==> src/rtl/snn_pkg.sv <==
// -----------------------------------------------------------------------------
// snn_pkg -- shared definitions for the integrate-and-fire neuron layer.
//
// Contents:
//   neuron_state_e  : per-neuron FSM state encoding (INTEGRATE / REFRACTORY)
//   sat_kind_e      : classification returned by the saturation helper
//   cnt_width()     : refractory counter width, clog2(REFRAC+1), never below 1
//   acc_width()     : width of the signed accumulator that cannot overflow
//   sat_class()     : decides whether an accumulated value must be clamped to
//                     the potential maximum, floored at zero, or passed through
// -----------------------------------------------------------------------------
package snn_pkg;

    typedef enum logic {
        ST_INTEGRATE  = 1'b0,
        ST_REFRACTORY = 1'b1
    } neuron_state_e;

    typedef enum logic [1:0] {
        SAT_NONE = 2'd0,
        SAT_MAX  = 2'd1,
        SAT_ZERO = 2'd2
    } sat_kind_e;

    // Width of the sign-extended value handed to sat_class(); accumulators are
    // always far narrower than this.
    localparam int SAT_PROBE_W = 64;

    // A REFRAC of 0 still needs a one-bit counter so the port widths stay legal.
    function automatic int cnt_width(input int refrac);
        if (refrac < 1) begin
            return 1;
        end
        return $clog2(refrac + 1);
    endfunction

    // Potential plus NUM_INPUTS weights plus a sign bit. The wider of the
    // potential and weight widths is used as the base so that an unusually
    // wide weight cannot overflow the sum either.
    function automatic int acc_width(input int pot_w, input int weight_w,
                                     input int num_inputs);
        int base;
        base = (pot_w > weight_w) ? pot_w : weight_w;
        return base + $clog2(num_inputs) + 1;
    endfunction

    // Potentials are signed POT_W-bit values that are never negative, so the
    // legal range is [0, 2^(POT_W-1)-1].
    function automatic sat_kind_e sat_class(input logic signed [SAT_PROBE_W-1:0] value,
                                            input int pot_w);
        logic signed [SAT_PROBE_W-1:0] max_v;
        max_v = (64'sd1 <<< (pot_w - 1)) - 64'sd1;
        if (value < 0) begin
            return SAT_ZERO;
        end
        if (value > max_v) begin
            return SAT_MAX;
        end
        return SAT_NONE;
    endfunction

endpackage : snn_pkg

==> src/rtl/if_neuron.sv <==
// -----------------------------------------------------------------------------
// if_neuron -- one integrate-and-fire neuron.
//
// On every step strobe in INTEGRATE the weights of all active inputs are added
// to the membrane potential (signed, clamped to [0, 2^(POT_W-1)-1]). Reaching
// THRESHOLD emits a one-cycle spike, clears the potential and starts a
// refractory period of REFRAC steps during which inputs are ignored.
//
// Ports:
//   clk          : clock, all state changes on the rising edge
//   rst          : asynchronous active-low reset
//   step         : time-step strobe
//   spike_in     : presynaptic spikes, NUM_INPUTS bits
//   weights      : NUM_INPUTS signed weights, input i at i*WEIGHT_W
//   neuron_rst   : forces REFRACTORY with a full counter, no spike
//   spike_out    : one-cycle spike pulse
//   refrac_busy  : high while in REFRACTORY
//   potential    : membrane potential, POT_W bits
// -----------------------------------------------------------------------------
module if_neuron
    import snn_pkg::*;
#(
    parameter int NUM_INPUTS = 4,
    parameter int WEIGHT_W   = 8,
    parameter int POT_W      = 16,
    parameter int THRESHOLD  = 100,
    parameter int REFRAC     = 5
) (
    input  logic                           clk,
    input  logic                           rst,
    input  logic                           step,
    input  logic [NUM_INPUTS-1:0]          spike_in,
    input  logic [NUM_INPUTS*WEIGHT_W-1:0] weights,
    input  logic                           neuron_rst,
    output logic                           spike_out,
    output logic                           refrac_busy,
    output logic [POT_W-1:0]               potential
);

    localparam int                ACC_W    = acc_width(POT_W, WEIGHT_W, NUM_INPUTS);
    localparam int                CNT_W    = cnt_width(REFRAC);
    localparam logic [CNT_W-1:0]  REFRAC_C = CNT_W'(REFRAC);
    localparam logic [CNT_W-1:0]  CNT_ONE  = CNT_W'(1);
    localparam logic [POT_W-1:0]  THRESH_C = POT_W'(THRESHOLD);
    localparam logic [POT_W-1:0]  POT_MAX  = {1'b0, {(POT_W-1){1'b1}}};

    neuron_state_e    state_q, state_d;
    logic [CNT_W-1:0] cnt_q, cnt_d;
    logic [POT_W-1:0] pot_q, pot_d;
    logic             spike_q, spike_d;
    logic             busy_q, busy_d;

    // Gated, sign-extended synaptic contributions.
    logic signed [ACC_W-1:0]       term [NUM_INPUTS];
    logic signed [ACC_W-1:0]       acc_sum;
    logic signed [SAT_PROBE_W-1:0] sat_probe;
    logic [POT_W-1:0]              pot_upd;

    genvar gi;
    generate
        for (gi = 0; gi < NUM_INPUTS; gi++) begin : g_term
            assign term[gi] = spike_in[gi]
                            ? ACC_W'($signed(weights[gi*WEIGHT_W +: WEIGHT_W]))
                            : {ACC_W{1'b0}};
        end
    endgenerate

    always_comb begin
        acc_sum = ACC_W'($signed(pot_q));
        for (int i = 0; i < NUM_INPUTS; i++) begin
            acc_sum = acc_sum + term[i];
        end
    end

    assign sat_probe = SAT_PROBE_W'(acc_sum);

    // Clamp the wide sum back into the potential range; the low bits of the
    // accumulator are only taken when the value is already in range.
    always_comb begin
        pot_upd = acc_sum[POT_W-1:0];
        case (sat_class(sat_probe, POT_W))
            SAT_MAX:  pot_upd = POT_MAX;
            SAT_ZERO: pot_upd = '0;
            default:  pot_upd = acc_sum[POT_W-1:0];
        endcase
    end

    always_comb begin
        state_d = state_q;
        cnt_d   = cnt_q;
        pot_d   = pot_q;
        spike_d = 1'b0;

        if (neuron_rst) begin
            // Takes priority over everything, including a threshold crossing
            // in the same cycle; holding it keeps the counter loaded.
            state_d = ST_REFRACTORY;
            cnt_d   = REFRAC_C;
            pot_d   = '0;
        end else begin
            case (state_q)
                ST_INTEGRATE: begin
                    if (step) begin
                        if (pot_upd >= THRESH_C) begin
                            spike_d = 1'b1;
                            pot_d   = '0;
                            state_d = ST_REFRACTORY;
                            cnt_d   = REFRAC_C;
                        end else begin
                            pot_d = pot_upd;
                        end
                    end
                end
                ST_REFRACTORY: begin
                    pot_d = '0;
                    if (cnt_q == '0) begin
                        // Only reachable with REFRAC=0: no refractory steps
                        // to wait for, so leave on the next edge.
                        state_d = ST_INTEGRATE;
                    end else if (step) begin
                        cnt_d = cnt_q - CNT_ONE;
                        if (cnt_q == CNT_ONE) begin
                            state_d = ST_INTEGRATE;
                        end
                    end
                end
                default: begin
                    state_d = ST_INTEGRATE;
                    cnt_d   = '0;
                    pot_d   = '0;
                end
            endcase
        end

        busy_d = (state_d == ST_REFRACTORY);
    end

    always_ff @(posedge clk or negedge rst) begin
        if (!rst) begin
            state_q <= ST_INTEGRATE;
            cnt_q   <= '0;
            pot_q   <= '0;
            spike_q <= 1'b0;
            busy_q  <= 1'b0;
        end else begin
            state_q <= state_d;
            cnt_q   <= cnt_d;
            pot_q   <= pot_d;
            spike_q <= spike_d;
            busy_q  <= busy_d;
        end
    end

    assign spike_out   = spike_q;
    assign refrac_busy = busy_q;
    assign potential   = pot_q;

endmodule : if_neuron

==> src/rtl/if_neuron_layer.sv <==
// -----------------------------------------------------------------------------
// if_neuron_layer -- NUM_OUTPUTS independent integrate-and-fire neurons sharing
// one set of presynaptic spike lines and one time-step strobe.
//
// Ports:
//   clk          : clock
//   rst          : asynchronous active-low reset
//   step         : time-step strobe, one integration step per cycle it is high
//   spike_in     : NUM_INPUTS presynaptic spikes
//   weights      : neuron j, input i at (j*NUM_INPUTS+i)*WEIGHT_W, signed
//   neuron_rst   : per-neuron reset request from the layer controller
//   spike_out    : per-neuron one-cycle spike, feeds the controller directly
//   refrac_busy  : per-neuron refractory flag
//   potential    : neuron j's membrane potential at j*POT_W
// -----------------------------------------------------------------------------
module if_neuron_layer
    import snn_pkg::*;
#(
    parameter int NUM_INPUTS  = 4,
    parameter int NUM_OUTPUTS = 1,
    parameter int WEIGHT_W    = 8,
    parameter int POT_W       = 16,
    parameter int THRESHOLD   = 100,
    parameter int REFRAC      = 5
) (
    input  logic                                       clk,
    input  logic                                       rst,
    input  logic                                       step,
    input  logic [NUM_INPUTS-1:0]                      spike_in,
    input  logic [NUM_INPUTS*NUM_OUTPUTS*WEIGHT_W-1:0] weights,
    input  logic [NUM_OUTPUTS-1:0]                     neuron_rst,
    output logic [NUM_OUTPUTS-1:0]                     spike_out,
    output logic [NUM_OUTPUTS-1:0]                     refrac_busy,
    output logic [NUM_OUTPUTS*POT_W-1:0]               potential
);

    localparam int ROW_W = NUM_INPUTS * WEIGHT_W;

    genvar gi;
    generate
        for (gi = 0; gi < NUM_OUTPUTS; gi++) begin : g_neuron
            if_neuron #(
                .NUM_INPUTS (NUM_INPUTS),
                .WEIGHT_W   (WEIGHT_W),
                .POT_W      (POT_W),
                .THRESHOLD  (THRESHOLD),
                .REFRAC     (REFRAC)
            ) u_neuron (
                .clk         (clk),
                .rst         (rst),
                .step        (step),
                .spike_in    (spike_in),
                .weights     (weights[gi*ROW_W +: ROW_W]),
                .neuron_rst  (neuron_rst[gi]),
                .spike_out   (spike_out[gi]),
                .refrac_busy (refrac_busy[gi]),
                .potential   (potential[gi*POT_W +: POT_W])
            );
        end
    endgenerate

endmodule : if_neuron_layer
==> config.mk <==
export PLATFORM = sky130hd
export DESIGN_NAME = if_neuron_layer
export DESIGN_NICKNAME = d
export VERILOG_FILES = /design/src/rtl/snn_pkg.sv /design/src/rtl/if_neuron.sv /design/src/rtl/if_neuron_layer.sv
export SDC_FILE = /design/constraint.sdc
export NUM_CORES = 1
export LEC_CHECK = 0
export BUFFER_PORTS_ARGS = -buffer_cell sky130_fd_sc_hd__buf_2
export CORE_MARGIN = 2
export CORE_UTILIZATION = 47
export DETAILED_ROUTE_END_ITERATION = 16
export MAX_ROUTING_LAYER = met4
export PLACE_DENSITY = 0.75
export SLEW_MARGIN = 10
export SYNTH_ARGS = -nofsm -noshare
export SYNTH_HDL_FRONTEND = slang
export SYNTH_HIERARCHICAL = 1
export SYNTH_SLANG_ARGS = --single-unit
==> constraint.sdc <==
create_clock -name clk -period 6.3 [get_ports clk]
set_input_delay 0.315 -clock clk [delete_from_list [all_inputs] [get_ports clk]]
set_output_delay 0.315 -clock clk [all_outputs]
set_load 0.03 [all_outputs]
**After elaboration in Yosys (flattened, before gate mapping)**

Cells that the tools add are included.

- Magnitude comparators: 3
- Equality and inequality tests: 7
- Reduce and logical (&&, ||, !) cells: 2
- Mux-type cells: 31
- Add/sub/neg operators: 5
- Bitwise gates (word level): 1

Operators by type and width:

| kind | count |
|---|---|
| 2-to-1 mux 19 bit | 4 |
| case mux 16 bit (2 select lines) | 2 |
| adder 19 bit | 3 |
| 2-to-1 mux 16 bit | 3 |
| adder 16 x 19 -> 19 bit | 1 |
| greater-than comparator 19 x 16 -> 1 bit (second input constant) | 1 |
| less-than comparator 19 x 1 -> 1 bit (second input constant) | 1 |
| >= comparator 16 x 7 -> 1 bit (second input constant) | 1 |
| 2-to-1 mux 3 bit | 5 |
| 2-to-1 mux 1 bit | 11 |
| != test 3 bit (second input constant) | 3 |
| 2-to-1 mux 2 bit | 4 |
| case mux 3 bit (2 select lines) | 1 |
| AND reduction 4 bit | 1 |
| equality test 3 x 1 -> 1 bit (second input constant) | 1 |
| zero test 3 bit | 1 |
| != test 3 x 2 -> 1 bit (second input constant) | 1 |
| subtractor 3 x 1 -> 3 bit (second input constant) | 1 |
| equality test 2 x 1 -> 1 bit (second input constant) | 1 |
| equality test 2 bit (second input constant) | 1 |
| case mux 1 bit (2 select lines) | 1 |
| NOT 1 bit | 1 |

- Register bits: 21

**Logic depth before layout (Yosys ltp)**

- Word-level depth: 17
- Depth in mapped cells: 19
- Mapped depth without buffers: 17

**Least setup slack after synthesis**

Ideal clock, no wire load.

- Path type: input to register
- From: input port spike_in[3]
- To: register g_neuron[0].u_neuron.cnt_q[1]
- Path slack: 1.263 ns
- Stages on the path: 18
- Path buffers: 1
- Required time: 6.206 ns
- Data arrival time: 4.943 ns
- Cells stage by stage: clkbuf_1 > nand2_1 > fa_1 > inv_1 > fa_1 > inv_1 > fa_1 > inv_1 > ha_1 > and2_1 > a21o_1 > a221o_1 > or3_1 > a21o_1 > and4bb_4 > nand4_4 > a31o_1 > a211oi_1

- Cells in the longest elaborated chain, start to end: 12

RTL lines:

| what | RTL line | RTL |
|---|---|---|
| from (decl) | if_neuron_layer.sv:29 | `input logic [NUM_INPUTS-1:0] spike_in,` |
| 2-to-1 mux 19 bit (*) | if_neuron.sv:63 | `? ACC_W'($signed(weights[gi*WEIGHT_W +: WEIGHT_W]))` |
| adder 19 bit (*) | if_neuron.sv:71 | `acc_sum = acc_sum + term[i];` |
| greater-than comparator 19 x 16 -> 1 bit | snn_pkg.sv:56 | `if (value > max_v) begin` |
| 2-to-1 mux 1 bit (2 in series) | snn_pkg.sv:56 |  |
| 2-to-1 mux 2 bit | snn_pkg.sv:59 | `return SAT_NONE;` |
| 2-to-1 mux 2 bit | snn_pkg.sv:56 |  |
| equality test 2 bit / equality test 2 x 1 -> 1 bit (equally long branches) | if_neuron.sv:81 | `case (sat_class(sat_probe, POT_W))` |
| case mux 16 bit (2 select lines) (*) | if_neuron.sv:81 |  |
| >= comparator 16 x 7 -> 1 bit (*) | if_neuron.sv:104 | `if (pot_upd >= THRESH_C) begin` |
| != test 3 x 2 -> 1 bit (no source line) (*) | -- |  |
| AND reduction 4 bit (no source line) (*) | -- |  |
| to (signal assigned) | if_neuron.sv:147 | `cnt_q <= cnt_d;` |
| to (decl) | if_neuron.sv:48 | `logic [CNT_W-1:0] cnt_q, cnt_d;` |

Every way passes the cells marked *; elsewhere a longest branch is shown, timed or not. The select of a mux whose other input is x is not followed.
A chain may end at the register's enable or synchronous reset.

**Worst setup path after layout**

- From: input port spike_in[3]
- To: register g_neuron[0].u_neuron.pot_q[0]

- Cells in the longest elaborated chain, start to end: 14

RTL lines:

| what | RTL line | RTL |
|---|---|---|
| 2-to-1 mux 19 bit (*) | if_neuron.sv:63 |  |
| adder 19 bit (*) | if_neuron.sv:71 |  |
| greater-than comparator 19 x 16 -> 1 bit | snn_pkg.sv:56 |  |
| 2-to-1 mux 1 bit (2 in series) | snn_pkg.sv:56 |  |
| 2-to-1 mux 2 bit | snn_pkg.sv:59 |  |
| 2-to-1 mux 2 bit | snn_pkg.sv:56 |  |
| equality test 2 bit / equality test 2 x 1 -> 1 bit (equally long branches) | if_neuron.sv:81 |  |
| case mux 16 bit (2 select lines) (*) | if_neuron.sv:81 |  |
| >= comparator 16 x 7 -> 1 bit | if_neuron.sv:104 |  |
| 2-to-1 mux 16 bit (*) | if_neuron.sv:104 |  |
| 2-to-1 mux 16 bit (*) | if_neuron.sv:103 | `if (step) begin` |
| case mux 16 bit (2 select lines) (*) | if_neuron.sv:101 | `case (state_q)` |
| 2-to-1 mux 16 bit (*) | if_neuron.sv:94 | `if (neuron_rst) begin` |
| to (signal assigned) | if_neuron.sv:148 | `pot_q <= pot_d;` |
| to (decl) | if_neuron.sv:49 | `logic [POT_W-1:0] pot_q, pot_d;` |

Marked as above.

==> run_results.csv <==
group,metric,value,unit
floorplan,rows,30,
route,vias,2791,
clock_network,post_cts_resize_count,0,
floorplan,core-area,6910,sq um
route,wire_per_inst,13.1,microns
clock_network,cts_tree,"built",
logic_synthesis,synth_top_area_share,29.5,%
logic_synthesis,synth-edff-count,0,
layout,fin_cells,554,
timing,slew_headroom,45.6,%
logic_synthesis,synthDistinctLibCells,52,
critical_path,endpoint_kind,"register",
critical_path,cp_max_fo,9,
logic_synthesis,ys.flop_type,"dfrtp_1",
layout,multi_input_area,2420,sq um
worst_hold_path,holdCritPathClass,"in -> async",
placement,placedCellCount,550,
clock_network,post-cts-setup-buffer-count,0,
global_routing,grt_antenna_before_repair,0,
timing,rsz0062_at_grt,"false",
route,routed_via_density,5.04,
global_routing,grt_pass1_vias,2854,
placement,globalplace.congestion,0.889,
global_routing,grt_pass1_wl,12600,microns
placement,port_buffers,57,
floorplan,chipHeight,89.0,microns
clock_network,htree_num_levels,1,
floorplan,num_io_pins,58,
clock_network,clk_path_buf_depth,2,
global_routing,grt_max_degree,22,
placement,dp_hpwl,6270,microns
job,max_cap_violations,0,
layout,regArea,526,sq um
floorplan,dieArea,7920,sq um
route,ant_nets,0,
logic_synthesis,ys_seq_area_share,15.5,%
route,drt-initial-drc-count,127,
timing,finalSetupTns,0,ns
logic_synthesis,netlist_area,3390,sq um
timing,fin_crit,5.00,ns
critical_path,worstSetupPathType,"in -> reg",
power,p_leak,2.15,nW
critical_path,crit_required,6.47,ns
clock_network,cts_root_buf,"clkbuf_8",
timing,fin_hold_ws,-0.00219,ns
floorplan,start_util,49.1,%
critical_path,worst_ep_arrival_time,5.17,ns
layout,nets,571,
logic_synthesis,ys_ff_latch,21,
timing,finalClockSkew,0.00147,ns
timing,setup_violations,0,
power,vdd_drop_max,126,uV
floorplan,die_x,89.0,microns
timing,fmax,200,MHz
logic_synthesis,synthArstFlopShare,100,%
layout,diodes,0,
layout,final_layout_size_suffix_gt1_share,15.1,%
timing,slew_violations,0,
outcome,outcome,"finished, violations left",
critical_path,worstSetupStartpointType,"primary input",
layout,fill_cells,669,
route,drc,0,
clock_network,cts_inserted_buffers,3,
global_routing,gr-usage-all-layers,20.7,%
timing,final_hold_viol_count,4,
clock_network,path_clk_slew,0.08,ns
outcome,violations,"negative hold slack",
route,first_pass_iters,5,
global_routing,grt_overflow,0,
clock_network,holdBufCountCts,0,
logic_synthesis,synth_cells,401,
logic_synthesis,syn_area_per_cell,8.46,sq um
logic_synthesis,ys_top_cells_by_area,"fa_1 29%, dfrtp_1 15%, inv_1 13%, ha_1 8.1%, nand2_1 4.5%",
route,wirelength,7260,microns
clock_network,insertion_delay,0.26,ns
layout,area_growth,12.9,%
logic_synthesis,synthesis.nets,513,
timing,period_share,79.3,%
timing,tightest_slew,0.816,ns
clock_network,clock-sinks,21,
logic_synthesis,yosys_warnings,6,
power,p_per_area,200,nW/um^2
logic_synthesis,yosysTopAreaCell,"fa_1",
metal layers:
metal  wire (microns)  track usage, %
met1             3140            25.0
met2             3750            38.1
met4               68            2.85
met5                0               -
met3              296            2.68
layout make-up:
cell class | instances | share of cell area [%]
clock buffer | 4 | 1.18
inverter | 113 | 11.1
multi-input combinational | 262 | 63.3
sequential | 21 | 13.7
tap | 96 | 3.14
timing repair buffer | 58 | 7.64
cells by family after synthesis:
family	after synthesis	share of synthesized area, %
AOI/OAI and AO/OA	65	13.3
adders and majority gates	72	37.6
muxes	3	0.885
buffers and inverters	118	13.1
and+or+nand+nor	111	16.8
DFF	21	15.5
xor gates and xnor gates	11	2.84
cell usage in the layout, fill, tap and decap left out, drive strengths merged, types with 2 or more instances in the layout:
master	count
mux2i	3
nand2b	4
xor2	5
or3	2
a211oi	3
o21ai	16
o21a	2
buf	58
a31o	2
o31ai	2
inv	113
clkbuf	4
a32oi	2
nor2	19
a31oi	3
nor3b	2
nand2	41
ha	22
xnor2	6
and2	22
a21oi	12
o311ai	2
dfrtp	21
a21o	9
nor3	5
nand4	5
and3	4
fa	50
state kept, by name (all words and copies together), names as in the netlist:
register / flops
g_neuron.u_neuron/potential: 16
g_neuron.u_neuron/spike_out: 1
g_neuron.u_neuron/refrac_busy: 1
g_neuron.u_neuron/cnt_q: 3
metrics by stage:
step / power (mW) / setup WS (ns) / area (sq um) / util (%) / hold slack [ns]
global route: 0.850 / 0.892 / 3830 / 55.5 / 0.0265
CTS: 0.769 / 1.25 / 3830 / 55.5 / 0.0150
global placement: 0.666 / 1.14 / 3790 / 54.8 / 0.291
floorplan: 0.558 / 1.26 / 3390 / - / 0.0194
detailed placement: 0.675 / 0.999 / 3790 / 54.8 / 0.298
finish: 0.766 / 1.30 / 3830 / 55.5 / -0.00219
final timing paths:
path	from	to	slack, ns	depth (start not counted)
max in group asynchronous	rst	g_neuron[0].u_neuron/potential[5]	5.98	1
max	spike_in[3]	g_neuron[0].u_neuron/potential[0]	1.30	18
max reg2reg	g_neuron[0].u_neuron/potential[2]	g_neuron[0].u_neuron/potential[0]	1.32	17
min in group clk	neuron_rst	g_neuron[0].u_neuron/spike_out	0.42	3
min reg2reg	g_neuron[0].u_neuron/potential[10]	g_neuron[0].u_neuron/potential[10]	0.51	1
min	rst	g_neuron[0].u_neuron/potential[13]	-0.002	1
critical path, cell delays in order:
cell and delay [ns]:
buf_2 0.17, nand2_1 0.36, fa_1 0.63, inv_1 0.05, fa_1 0.50, inv_1 0.06, fa_1 0.49, inv_1 0.04
ha_1 0.35, and2_1 0.22, a21o_1 0.18, a221o_1 0.36, or3_1 0.31, a21o_1 0.18, and4bb_4 0.31, nand4_4 0.12
nand2b_1 0.28, o21ai_0 0.23
cell usage after synthesis, drive strengths merged, types with 3 or more instances:
| cell type | count |
|---|---|
| nand2 | 41 |
| mux2i | 3 |
| a31oi | 3 |
| nand4 | 5 |
| ha | 22 |
| a21oi | 12 |
| fa | 50 |
| xor2 | 5 |
| and2 | 22 |
| nand2b | 4 |
| xnor2 | 6 |
| clkbuf | 4 |
| o21ai | 16 |
| and3 | 4 |
| a211oi | 3 |
| nor2 | 19 |
| dfrtp | 21 |
| a21o | 9 |
| nor3 | 5 |
| inv | 113 |
where the power goes:
group / internal [mW] / total, mW / switching (mW) / leakage, nW
logic: 0.213 / 0.526 / 0.314 / 1.84
registers: 0.144 / 0.152 / 0.00821 / 0.280
clock network: 0.0450 / 0.0885 / 0.0435 / 0.0228
total: 0.401 / 0.766 / 0.365 / 2.15
(Power assumes the default switching activity.)
